**src/rtl/mem_8byte_arbiter_if.sv**
```systemverilog
// Bundle between two byte requesters, the arbiter, and the memory_8byte strobes.
// Latency: none, wiring only.
// Backpressure: requesters hold req until gnt; the memory side has no flow control.
interface mem_8byte_arbiter_if #(
  parameter int ADDR_W = 3,
  parameter int DATA_W = 8
);
  // requester side
  logic [1:0]          req;
  logic [1:0]          we;
  logic [2*ADDR_W-1:0] addr;
  logic [2*DATA_W-1:0] wdata;
  logic [1:0]          gnt;
  logic [1:0]          rvalid;
  logic [DATA_W-1:0]   rdata;
  logic                busy;
  // memory side
  logic [ADDR_W-1:0]   mem_addr;
  logic [DATA_W-1:0]   mem_w_data;
  logic                mem_rd_bar;
  logic                mem_wr_bar;
  logic                mem_decoder_en;
  logic [DATA_W-1:0]   mem_r_data;

  // the arbiter
  modport slave (
    input  req, we, addr, wdata, mem_r_data,
    output gnt, rvalid, rdata, busy,
           mem_addr, mem_w_data, mem_rd_bar, mem_wr_bar, mem_decoder_en
  );

  // requesters plus memory, as seen from outside the arbiter
  modport master (
    output req, we, addr, wdata, mem_r_data,
    input  gnt, rvalid, rdata, busy,
           mem_addr, mem_w_data, mem_rd_bar, mem_wr_bar, mem_decoder_en
  );
endinterface

```
**src/rtl/mem_8byte_arbiter.sv**
```systemverilog
// Two-port round-robin sequencer driving memory_8byte's active-low rd/wr strobes.
// Latency: grant in cycle N -> write strobe N+1, read rvalid N+2+RD_LAT.
// Backpressure: one command in flight; gnt is only offered in IDLE, req is held until gnt.
module mem_8byte_arbiter #(
  parameter int ADDR_W = 3,
  parameter int DATA_W = 8,
  parameter int RD_LAT = 1   // legal 1..4, fits the 2-bit wait counter
) (
  input logic              clk,
  input logic              rst,
  mem_8byte_arbiter_if.slave bus
);

  localparam logic [1:0] S_IDLE  = 2'd0;
  localparam logic [1:0] S_ISSUE = 2'd1;
  localparam logic [1:0] S_WAIT  = 2'd2;

  localparam logic [1:0] LAST_WAIT = 2'(RD_LAT - 1);

  logic [1:0]        r_state;
  logic              r_ptr;      // port that wins when both request
  logic              r_owner;    // port that owns the command in flight
  logic              r_we;
  logic [ADDR_W-1:0] r_addr;
  logic [DATA_W-1:0] r_wdata;
  logic [DATA_W-1:0] r_rdata;
  logic [1:0]        r_cnt;
  logic [1:0]        r_rvalid;

  logic [1:0]        w_gnt;
  logic              w_sel;
  logic              w_active;
  logic              w_issue;

  // Grant decision: only in IDLE and never while reset is held, so a request
  // sitting on the bus during reset is not silently consumed.
  always_comb begin
    w_gnt = 2'b00;
    if (!rst && r_state == S_IDLE) begin
      case (bus.req)
        2'b01:   w_gnt = 2'b01;
        2'b10:   w_gnt = 2'b10;
        2'b11:   w_gnt = r_ptr ? 2'b10 : 2'b01;
        default: w_gnt = 2'b00;
      endcase
    end
  end

  assign w_sel    = w_gnt[1];
  assign w_issue  = (r_state == S_ISSUE);
  assign w_active = w_issue || (r_state == S_WAIT);

  // Sequencer: latch the winner, strobe once, wait out the read latency, return data.
  always_ff @(posedge clk) begin
    if (rst) begin
      r_state  <= S_IDLE;
      r_ptr    <= 1'b0;
      r_owner  <= 1'b0;
      r_we     <= 1'b0;
      r_addr   <= '0;
      r_wdata  <= '0;
      r_rdata  <= '0;
      r_cnt    <= 2'd0;
      r_rvalid <= 2'b00;
    end else begin
      r_rvalid <= 2'b00;
      case (r_state)
        S_IDLE: begin
          if (|w_gnt) begin
            r_owner <= w_sel;
            r_we    <= bus.we[w_sel];
            r_addr  <= w_sel ? bus.addr[2*ADDR_W-1:ADDR_W] : bus.addr[ADDR_W-1:0];
            r_wdata <= w_sel ? bus.wdata[2*DATA_W-1:DATA_W] : bus.wdata[DATA_W-1:0];
            r_ptr   <= ~w_sel;
            r_state <= S_ISSUE;
          end
        end
        S_ISSUE: begin
          r_cnt   <= 2'd0;
          r_state <= r_we ? S_IDLE : S_WAIT;
        end
        S_WAIT: begin
          if (r_cnt == LAST_WAIT) begin
            r_rdata  <= bus.mem_r_data;
            r_rvalid <= r_owner ? 2'b10 : 2'b01;
            r_state  <= S_IDLE;
          end else begin
            r_cnt <= r_cnt + 2'd1;
          end
        end
        default: r_state <= S_IDLE;
      endcase
    end
  end

  // Strobes decode from state; r_we separates the two, so rd_bar and wr_bar
  // can never be low together.
  assign bus.mem_decoder_en = w_active;
  assign bus.mem_rd_bar     = ~(w_active && !r_we);
  assign bus.mem_wr_bar     = ~(w_issue && r_we);
  assign bus.mem_addr       = r_addr;
  assign bus.mem_w_data     = r_wdata;

  assign bus.gnt    = w_gnt;
  assign bus.rvalid = r_rvalid;
  assign bus.rdata  = r_rdata;
  assign bus.busy   = (r_state != S_IDLE);

endmodule

```
**src/flat_wrapper.sv**
```systemverilog
// flat-port wrapper written by rule: the top's interface ports become plain ports
module mem_8byte_arbiter_flat 
#(
  parameter int ADDR_W = 3,
  parameter int DATA_W = 8,
  parameter int RD_LAT = 1                                             
)
  (clk, rst, bus_req, bus_we, bus_addr, bus_wdata, bus_mem_r_data, bus_gnt, bus_rvalid, bus_rdata, bus_busy, bus_mem_addr, bus_mem_w_data, bus_mem_rd_bar, bus_mem_wr_bar, bus_mem_decoder_en);
  mem_8byte_arbiter_if #(.ADDR_W(ADDR_W), .DATA_W(DATA_W)) bus_i ();
  input logic clk;
  input logic rst;
  input wire logic [$bits(bus_i.req)-1:0] bus_req;
  input wire logic [$bits(bus_i.we)-1:0] bus_we;
  input wire logic [$bits(bus_i.addr)-1:0] bus_addr;
  input wire logic [$bits(bus_i.wdata)-1:0] bus_wdata;
  input wire logic [$bits(bus_i.mem_r_data)-1:0] bus_mem_r_data;
  output wire logic [$bits(bus_i.gnt)-1:0] bus_gnt;
  output wire logic [$bits(bus_i.rvalid)-1:0] bus_rvalid;
  output wire logic [$bits(bus_i.rdata)-1:0] bus_rdata;
  output wire logic [$bits(bus_i.busy)-1:0] bus_busy;
  output wire logic [$bits(bus_i.mem_addr)-1:0] bus_mem_addr;
  output wire logic [$bits(bus_i.mem_w_data)-1:0] bus_mem_w_data;
  output wire logic [$bits(bus_i.mem_rd_bar)-1:0] bus_mem_rd_bar;
  output wire logic [$bits(bus_i.mem_wr_bar)-1:0] bus_mem_wr_bar;
  output wire logic [$bits(bus_i.mem_decoder_en)-1:0] bus_mem_decoder_en;
  assign bus_i.req = bus_req;
  assign bus_i.we = bus_we;
  assign bus_i.addr = bus_addr;
  assign bus_i.wdata = bus_wdata;
  assign bus_i.mem_r_data = bus_mem_r_data;
  assign bus_gnt = bus_i.gnt;
  assign bus_rvalid = bus_i.rvalid;
  assign bus_rdata = bus_i.rdata;
  assign bus_busy = bus_i.busy;
  assign bus_mem_addr = bus_i.mem_addr;
  assign bus_mem_w_data = bus_i.mem_w_data;
  assign bus_mem_rd_bar = bus_i.mem_rd_bar;
  assign bus_mem_wr_bar = bus_i.mem_wr_bar;
  assign bus_mem_decoder_en = bus_i.mem_decoder_en;
  mem_8byte_arbiter #(.ADDR_W(ADDR_W), .DATA_W(DATA_W), .RD_LAT(RD_LAT)) u_core (.clk(clk), .rst(rst), .bus(bus_i));
endmodule
```
**config.mk**
```make
export PLATFORM = sky130hd
export DESIGN_NAME = mem_8byte_arbiter_flat
export DESIGN_NICKNAME = d
export VERILOG_FILES = /design/src/rtl/mem_8byte_arbiter_if.sv /design/src/rtl/mem_8byte_arbiter.sv /design/src/flat_wrapper.sv
export SDC_FILE = /design/constraint.sdc
export NUM_CORES = 1
export LEC_CHECK = 0
export BUFFER_PORTS_ARGS = -buffer_cell sky130_fd_sc_hd__buf_2
export CAP_MARGIN = 40
export CORE_UTILIZATION = 49
export DETAILED_ROUTE_END_ITERATION = 7
export GPL_ROUTABILITY_DRIVEN = 1
export HOLD_SLACK_MARGIN = 0.1
export PLACE_DENSITY = 0.82
export SLEW_MARGIN = 10
export SYNTH_ARGS = -nofsm -noshare
export SYNTH_HDL_FRONTEND = slang
export SYNTH_SLANG_ARGS = --single-unit
```
**constraint.sdc**
```tcl
create_clock -name clk -period 4 [get_ports clk]
set_input_delay 0.6 -clock clk [delete_from_list [all_inputs] [get_ports clk]]
set_output_delay 0.6 -clock clk [all_outputs]
set_load 0.005 [all_outputs]
```
==> results.py, run 1 <==
metrics = {
    "power_and_ir_drop": {
        "powerDensity_nw_per_um2": 349.8,
        "intPower_uw": 410.1,
        "pwr-share-seq_pct": 54.2,
        "p_switching_uw": 169.4,
        "swShare_pct": 29.23,
        "irDropWorstVdd_v": 0.0002371,
        "pwr-share-comb_pct": 26.0,
        "clkPwrFrac_pct": 19.8,
        "leakagePower_nw": 0.7800,
    },
    "setup_path": {
        "crit_chain": "inv_1 -> ha_1 -> nor2b_4 -> and3_4 -> buf_2",
        "crit_fanout": 16,
        "rr_worst_depth": 5,
        "cp_data_required_time_ns": 3.40,
        "slowest_stage": "nor2b_4",
        "cp_slowest_stage_delay_ns": 0.39,
        "setup.worst_path.end_class": "primary output",
        "crit_type": "reg2out",
        "cp-start-kind": "flop",
        "critPathArrivalTime_ns": 1.90,
    },
    "logic_synthesis": {
        "ys_warn_count": 0,
        "yosys_register_bits": 28,
        "synthCells": 153,
        "ys_types": 33,
        "synth_area_sq_um": 1360,
        "yosysSeqAreaShare_pct": 41.21,
        "avgSynthCellArea_sq_um": 8.889,
        "syn_nets": 194,
    },
    "place": {
        "numPortBuffers": 62,
        "place_area_sq_um": 1634,
        "place_congestion": 0.7173,
        "dp_hpwl_um": 2269,
        "dp_cells": 234,
    },
    "cts": {
        "cts.sinks": 28,
        "clk_pin_slew_worst_paths_ns": 0.15,
        "cts_buffers": 3,
        "cts_htree_levels": 1,
        "cts_resized": 0,
        "clockBufferDepth": 2,
        "post_cts_buffers": 0,
        "cts_root_buffer": "clkbuf_4",
        "clock_latency_ns": 0.33,
        "cts_hold_buf": 0,
        "cts_tree": "built",
    },
    "drt": {
        "viasPerCell": 5.477,
        "dr.pass1.iters": 4,
        "wl_um": 3000,
        "antenna_left": 0,
        "drc": 0,
        "via_count": 1298,
        "wl_per_cell_um": 12.66,
        "drt_iter0_markers": 19,
    },
    "sta": {
        "clock_skew_ns": 0.01196,
        "fin_tns_setup_ns": 0,
        "finalCriticalPeriod_ns": 2.498,
        "slew_viol_final": 0,
        "finalHoldViolCount": 0,
        "rsz0062_at_grt": "false",
        "tightest_slew_ns": 0.6722,
        "finalSetupViolCount": 0,
        "max_freq_mhz": 400.4,
        "slew_headroom_pct": 55.19,
        "fin_crit_sh_pct": 62.44,
    },
    "hold_path": {
        "hold_depth": 1,
        "hold_path.class": "reg2reg",
    },
    "layout": {
        "mostFrequentLayoutCells": "62 x buf_2, 28 x dfxtp_1, 27 x nand2_1",
        "postLayoutCoreUtil_pct": 65.09,
        "multi_input_area_sq_um": 703.2,
        "area_delta_synth_final_pct": 21.80,
        "num-nets-final": 250,
        "diodes": 0,
        "final_common_cell": "buf_2",
        "nFillCells": 218,
        "final_cells": 237,
        "drive_above_1_share_pct": 35.75,
        "fin_area_sq_um": 1657,
        "final-seq-area_sq_um": 560.5,
    },
    "grt": {
        "track_usage_pct": 19.46,
        "grt_pass1_vias": 1052,
        "grt_overflow": 0,
        "grt_pass1_wl_um": 4278,
        "grt_max_degree": 31,
        "grt_antenna_before_repair": 0,
    },
    "floorplan": {
        "rows": 18,
        "initial_core_util_pct": 53.44,
        "io_pins": 63,
        "die-width_um": 54.69,
        "dieArea_sq_um": 2990,
        "core_area_sq_um": 2545,
        "die_h_um": 54.69,
    },
    "run": {
        "cap_violations": 0,
    },
    "status": {
        "status": "completed",
    },
}
==> per-layer routing <==
metal | track usage [%] | part of all wire [%]
met4 | 5.556 | 0.63
met2 | 35.54 | 51
met5 | 0 | 0
met3 | 3.056 | 5.8
met1 | 22.95 | 43
==> cell usage after synthesis, drive strengths merged <==
| master | count | area share, % |
|---|---|---|
| o21a | 1 | 0.55 |
| a21oi | 19 | 7.0 |
| nor3b | 6 | 3.3 |
| nand4b | 1 | 0.64 |
| nand3b | 1 | 0.55 |
| or3b | 1 | 0.64 |
| buf | 11 | 5.4 |
| a311oi | 1 | 0.64 |
| o211a | 7 | 5.2 |
| nand3 | 1 | 0.37 |
| or2 | 1 | 0.46 |
| and2 | 1 | 0.46 |
| nand2 | 27 | 7.5 |
| nor2b | 2 | 1.5 |
| a31oi | 1 | 0.46 |
| inv | 6 | 1.7 |
| and2b | 1 | 0.74 |
| o21ai | 10 | 3.7 |
| nor2 | 2 | 0.74 |
| a211oi | 8 | 5.5 |
| ha | 5 | 4.6 |
| a221o | 5 | 3.7 |
| dfxtp | 28 | 41 |
| nor3 | 3 | 1.1 |
| nand2b | 2 | 0.92 |
| o21ba | 1 | 0.74 |
| and3 | 1 | 0.83 |
==> sequential cells by signal, summed over array words and instances, names as in the netlist <==
signal and count:
u_core.bus.rvalid 2, u_core.r_owner 1, u_core.r_cnt 2, u_core.r_state 2, u_core.bus.mem_w_data 8, u_core.bus.mem_addr 3
u_core.bus.rdata 8, u_core.r_ptr 1, u_core.r_we 1
==> cell families (layout without fill, tap and decap cells) <==
family                     Yosys count  after routing  share of synthesized area, %
AOI/OAI and AO/OA                   53             53                         27.42
and+or+nand+nor                     50             50                         19.69
DFF                                 28             28                         41.21
buffers and inverters               17             71                         7.084
adders and majority gates            5              5                         4.600
==> power by group through the flow <==
stage	Combinational [mW]	Clock [mW]	Sequential [mW]
CTS	0.152	0.117	0.314
detailed placement	0.151	0	0.320
global route	0.169	0.126	0.316
global placement	0.146	0	0.319
floorplan	0.100	0	0.321
finish	0.151	0.115	0.314
==> worst max-delay path, delay by kind of cell (launching register included) <==
family                   cells  cell delay, ns
buffers and inverters        2            0.22
adder cells (fa/ha/maj)      1            0.31
flip-flops                   1            0.35
AND/OR/NAND/NOR              2            0.68
==> per-stage QoR <==
stage | worst slack, ns | power, mW | hold WS [ns]
4_1_cts | 1.502 | 0.5821 | 0.4352
3_5_place_dp | 1.625 | 0.4712 | 0.4129
2_1_floorplan | 2.219 | 0.4209 | 0.4013
5_1_grt | 1.386 | 0.6111 | 0.4612
3_3_place_gp | 1.697 | 0.4651 | 0.4059
6_report | 1.502 | 0.5795 | 0.4402
==> path summary, 6_finish.rpt <==
path | startpoint | to | slack (ns)
hold reg to reg | u_core.r_owner | u_core.bus.rvalid[0] | 0.44
setup reg to reg | u_core.r_state[0] | u_core.bus.mem_w_data[4] | 2.34
setup / recovery | u_core.r_state[0] | bus_gnt[0] | 1.50
hold / removal | u_core.r_owner | u_core.bus.rvalid[0] | 0.44
==> cell type report <==
| type | count | share of cell area (%) |
|---|---|---|
| clock buffers | 3 | 1.360 |
| inverters | 6 | 1.360 |
| multi-input cells | 108 | 42.45 |
| flip-flops and latches | 28 | 33.84 |
| well taps | 30 | 2.266 |
| repair buffers | 62 | 18.73 |
No activity file was read; power rests on OpenSTA's default activity.
==> run 2: changes to the inputs <==
--- a/config.mk
+++ b/config.mk
@@ -7,11 +7,11 @@
 export LEC_CHECK = 0
 export BUFFER_PORTS_ARGS = -buffer_cell sky130_fd_sc_hd__buf_2
 export CAP_MARGIN = 40
-export CORE_UTILIZATION = 49
+export CORE_UTILIZATION = 41
 export DETAILED_ROUTE_END_ITERATION = 7
 export GPL_ROUTABILITY_DRIVEN = 1
 export HOLD_SLACK_MARGIN = 0.1
-export PLACE_DENSITY = 0.82
+export PLACE_DENSITY = 0.73
 export SLEW_MARGIN = 10
 export SYNTH_ARGS = -nofsm -noshare
 export SYNTH_HDL_FRONTEND = slang
==> constraint.sdc (replaced) <==
create_clock -name clk -period 2.08 [get_ports clk]
set_input_delay 0.312 -clock clk [delete_from_list [all_inputs] [get_ports clk]]
set_output_delay 0.312 -clock clk [all_outputs]
set_load 0.005 [all_outputs]
==> run 2 against run 1 <==
  * Flip-flop and latch count unchanged
  * Largest power group unchanged
  * Sequential share of layout area decreased by 1.6 points
  * Cell count increased by 8.0%
==> results.py, run 2 (synthesis results as in run 1) <==
metrics = {
    "setup_path": {
        "r2r_end": "u_core.bus.mem_w_data[2]",
        "path_buf_inv": 2,
        "crit_type": "reg2out",
        "cp_slowest_stage_delay_ns": 0.35,
        "r2r_slack_ns": 0.53,
        "slowest_stage": "dfxtp_1",
        "critPathTopFamily": "simple AND/OR/NAND/NOR gates",
        "cp-start-kind": "flop",
        "rr_worst_depth": 6,
        "setup.worst_path.end_class": "primary output",
        "cp_data_required_time_ns": 1.77,
        "critPathArrivalTime_ns": 1.61,
        "crit_chain": "inv_1 -> ha_1 -> nor2b_4 -> and3_4 -> buf_2",
        "r2r_start": "u_core.r_state[0]",
        "crit_fanout": 8,
    },
    "place": {
        "numPortBuffers": 62,
        "dp_hpwl_um": 2175,
        "dp_cells": 251,
        "place_congestion": 0.7310,
        "place_area_sq_um": 1674,
    },
    "hold_path": {
        "whs_endpoint": "u_core.bus.mem_w_data[5]",
        "hold_depth": 2,
        "hold_path.class": "in2reg",
        "hp-start": "bus_wdata[5]",
    },
    "run": {
        "cap_violations": 0,
    },
    "drt": {
        "viasPerCell": 5.078,
        "via_count": 1300,
        "drc": 0,
        "antenna_left": 0,
        "drt_iter0_markers": 89,
        "wl_um": 3030,
        "dr.pass1.iters": 4,
        "wl_per_cell_um": 11.84,
    },
    "layout": {
        "final_common_cell": "buf_2",
        "fin_area_sq_um": 1739,
        "area_delta_synth_final_pct": 27.88,
        "final_cells": 256,
        "diodes": 0,
        "drive_above_1_share_pct": 37.26,
        "postLayoutCoreUtil_pct": 56.05,
        "num-nets-final": 254,
        "mostFrequentLayoutCells": "62 x buf_2, 28 x dfxtp_1, 27 x nand2_1",
    },
    "sta": {
        "slew_headroom_pct": 77.29,
        "tightest_slew_ns": 0.3407,
        "fin_crit_sh_pct": 92.48,
        "fin_tns_setup_ns": 0,
        "max_freq_mhz": 519.8,
        "finalCriticalPeriod_ns": 1.924,
        "finalSetupViolCount": 0,
        "slew_viol_final": 0,
        "finalHoldViolCount": 0,
        "clock_skew_ns": 0.002277,
        "rsz0062_at_grt": "false",
    },
    "floorplan": {
        "rows": 20,
        "core_area_sq_um": 3103,
        "die_h_um": 59.60,
        "die-width_um": 59.60,
        "dieArea_sq_um": 3552,
        "initial_core_util_pct": 43.83,
        "io_pins": 63,
    },
    "cts": {
        "clockBufferDepth": 2,
        "cts_root_buffer": "clkbuf_4",
        "clk_pin_slew_worst_paths_ns": 0.15,
        "cts_htree_levels": 1,
        "clock_latency_ns": 0.33,
        "cts_tree": "built",
        "cts.sinks": 28,
        "cts_buffers": 3,
    },
    "grt": {
        "grt_pass1_vias": 1067,
        "grt_antenna_before_repair": 0,
        "track_usage_pct": 17.05,
        "grt_overflow": 0,
        "grt_pass1_wl_um": 4664,
        "grt_max_degree": 30,
    },
    "power_and_ir_drop": {
        "powerDensity_nw_per_um2": 727.1,
        "irDropWorstVdd_v": 0.0002977,
        "leakagePower_nw": 0.8133,
    },
    "status": {
        "status": "completed",
    },
}
run 2: cell types whose count changed in the layout (fill, tap and decap cells not counted):
cell | before | now
buf_4 | 0 | 4
bufinv_16 | 0 | 1
nor2_2 | 1 | 0
nor2_4 | 0 | 1
run 2: final cells by class:
type,instances,area [sq um]
fillers,303,1364
multi-input cells,108,708.2
well taps,44,55.05
inverters,6,22.52
repair buffers,66,340.3
clock inverters,1,30.03
flip-flops and latches,28,560.5
clock buffers,3,22.52
run 2: routing by layer:
metal / vias to the layer above / wire [um] / track usage (%)
li1: 664 / - / -
met1: 585 / 1427 / 22.43
met2: 49 / 1415 / 28.09
met3: 2 / 169 / 2.838
met4: 0 / 17 / 5.980
met5: - / 0 / 0
run 2: worst reg2reg max path, cell delays in order, from the launching register on:
cell      delay (ns)
dfxtp_1         0.35
inv_1           0.11
ha_1            0.29
nand3b_1        0.17
buf_4           0.19
o21ai_0         0.23
a211oi_2        0.10
run 2: worst max path at each step:
stage,cells past startpoint,slack [ns],end,from
after floorplan,7,0.51,u_core.bus.mem_addr[2],u_core.r_state[0]
after detailed placement,5,0.32,bus_gnt[1],u_core.r_state[0]
after global routing,5,0.04,bus_gnt[1],u_core.r_state[0]
final,5,0.16,bus_gnt[0],u_core.r_state[0]
after global placement,5,0.39,bus_gnt[1],u_core.r_state[0]
after CTS,5,0.15,bus_gnt[0],u_core.r_state[0]
run 2: power breakdown:
part           leakage [nW]  switching, mW  internal (mW)
sequential            0.229         0.0226          0.581
clock                0.0279          0.164          0.195
combinational         0.556          0.154          0.148
total                 0.813          0.340          0.924
run 2: stage by stage:
step | hold slack (ns) | power [mW] | setup slack (ns)
after CTS | 0.1839 | 1.275 | 0.1525
after global placement | 0.4123 | 0.9098 | 0.3911
after floorplan | 0.4013 | 0.8094 | 0.5149
final | 0.1913 | 1.265 | 0.1563
after detailed placement | 0.4082 | 0.9134 | 0.3191
after global routing | 0.1850 | 1.331 | 0.04328
run 2: repair_timing:
item | 4_1_cts | 5_1_grt
hold endpoints to repair | 0 | 0
endpoints found under the setup margin | 1 | 0
resized for setup | 1 | 0
buffers inserted | 1 | 0
hold buffers | 0 | 0
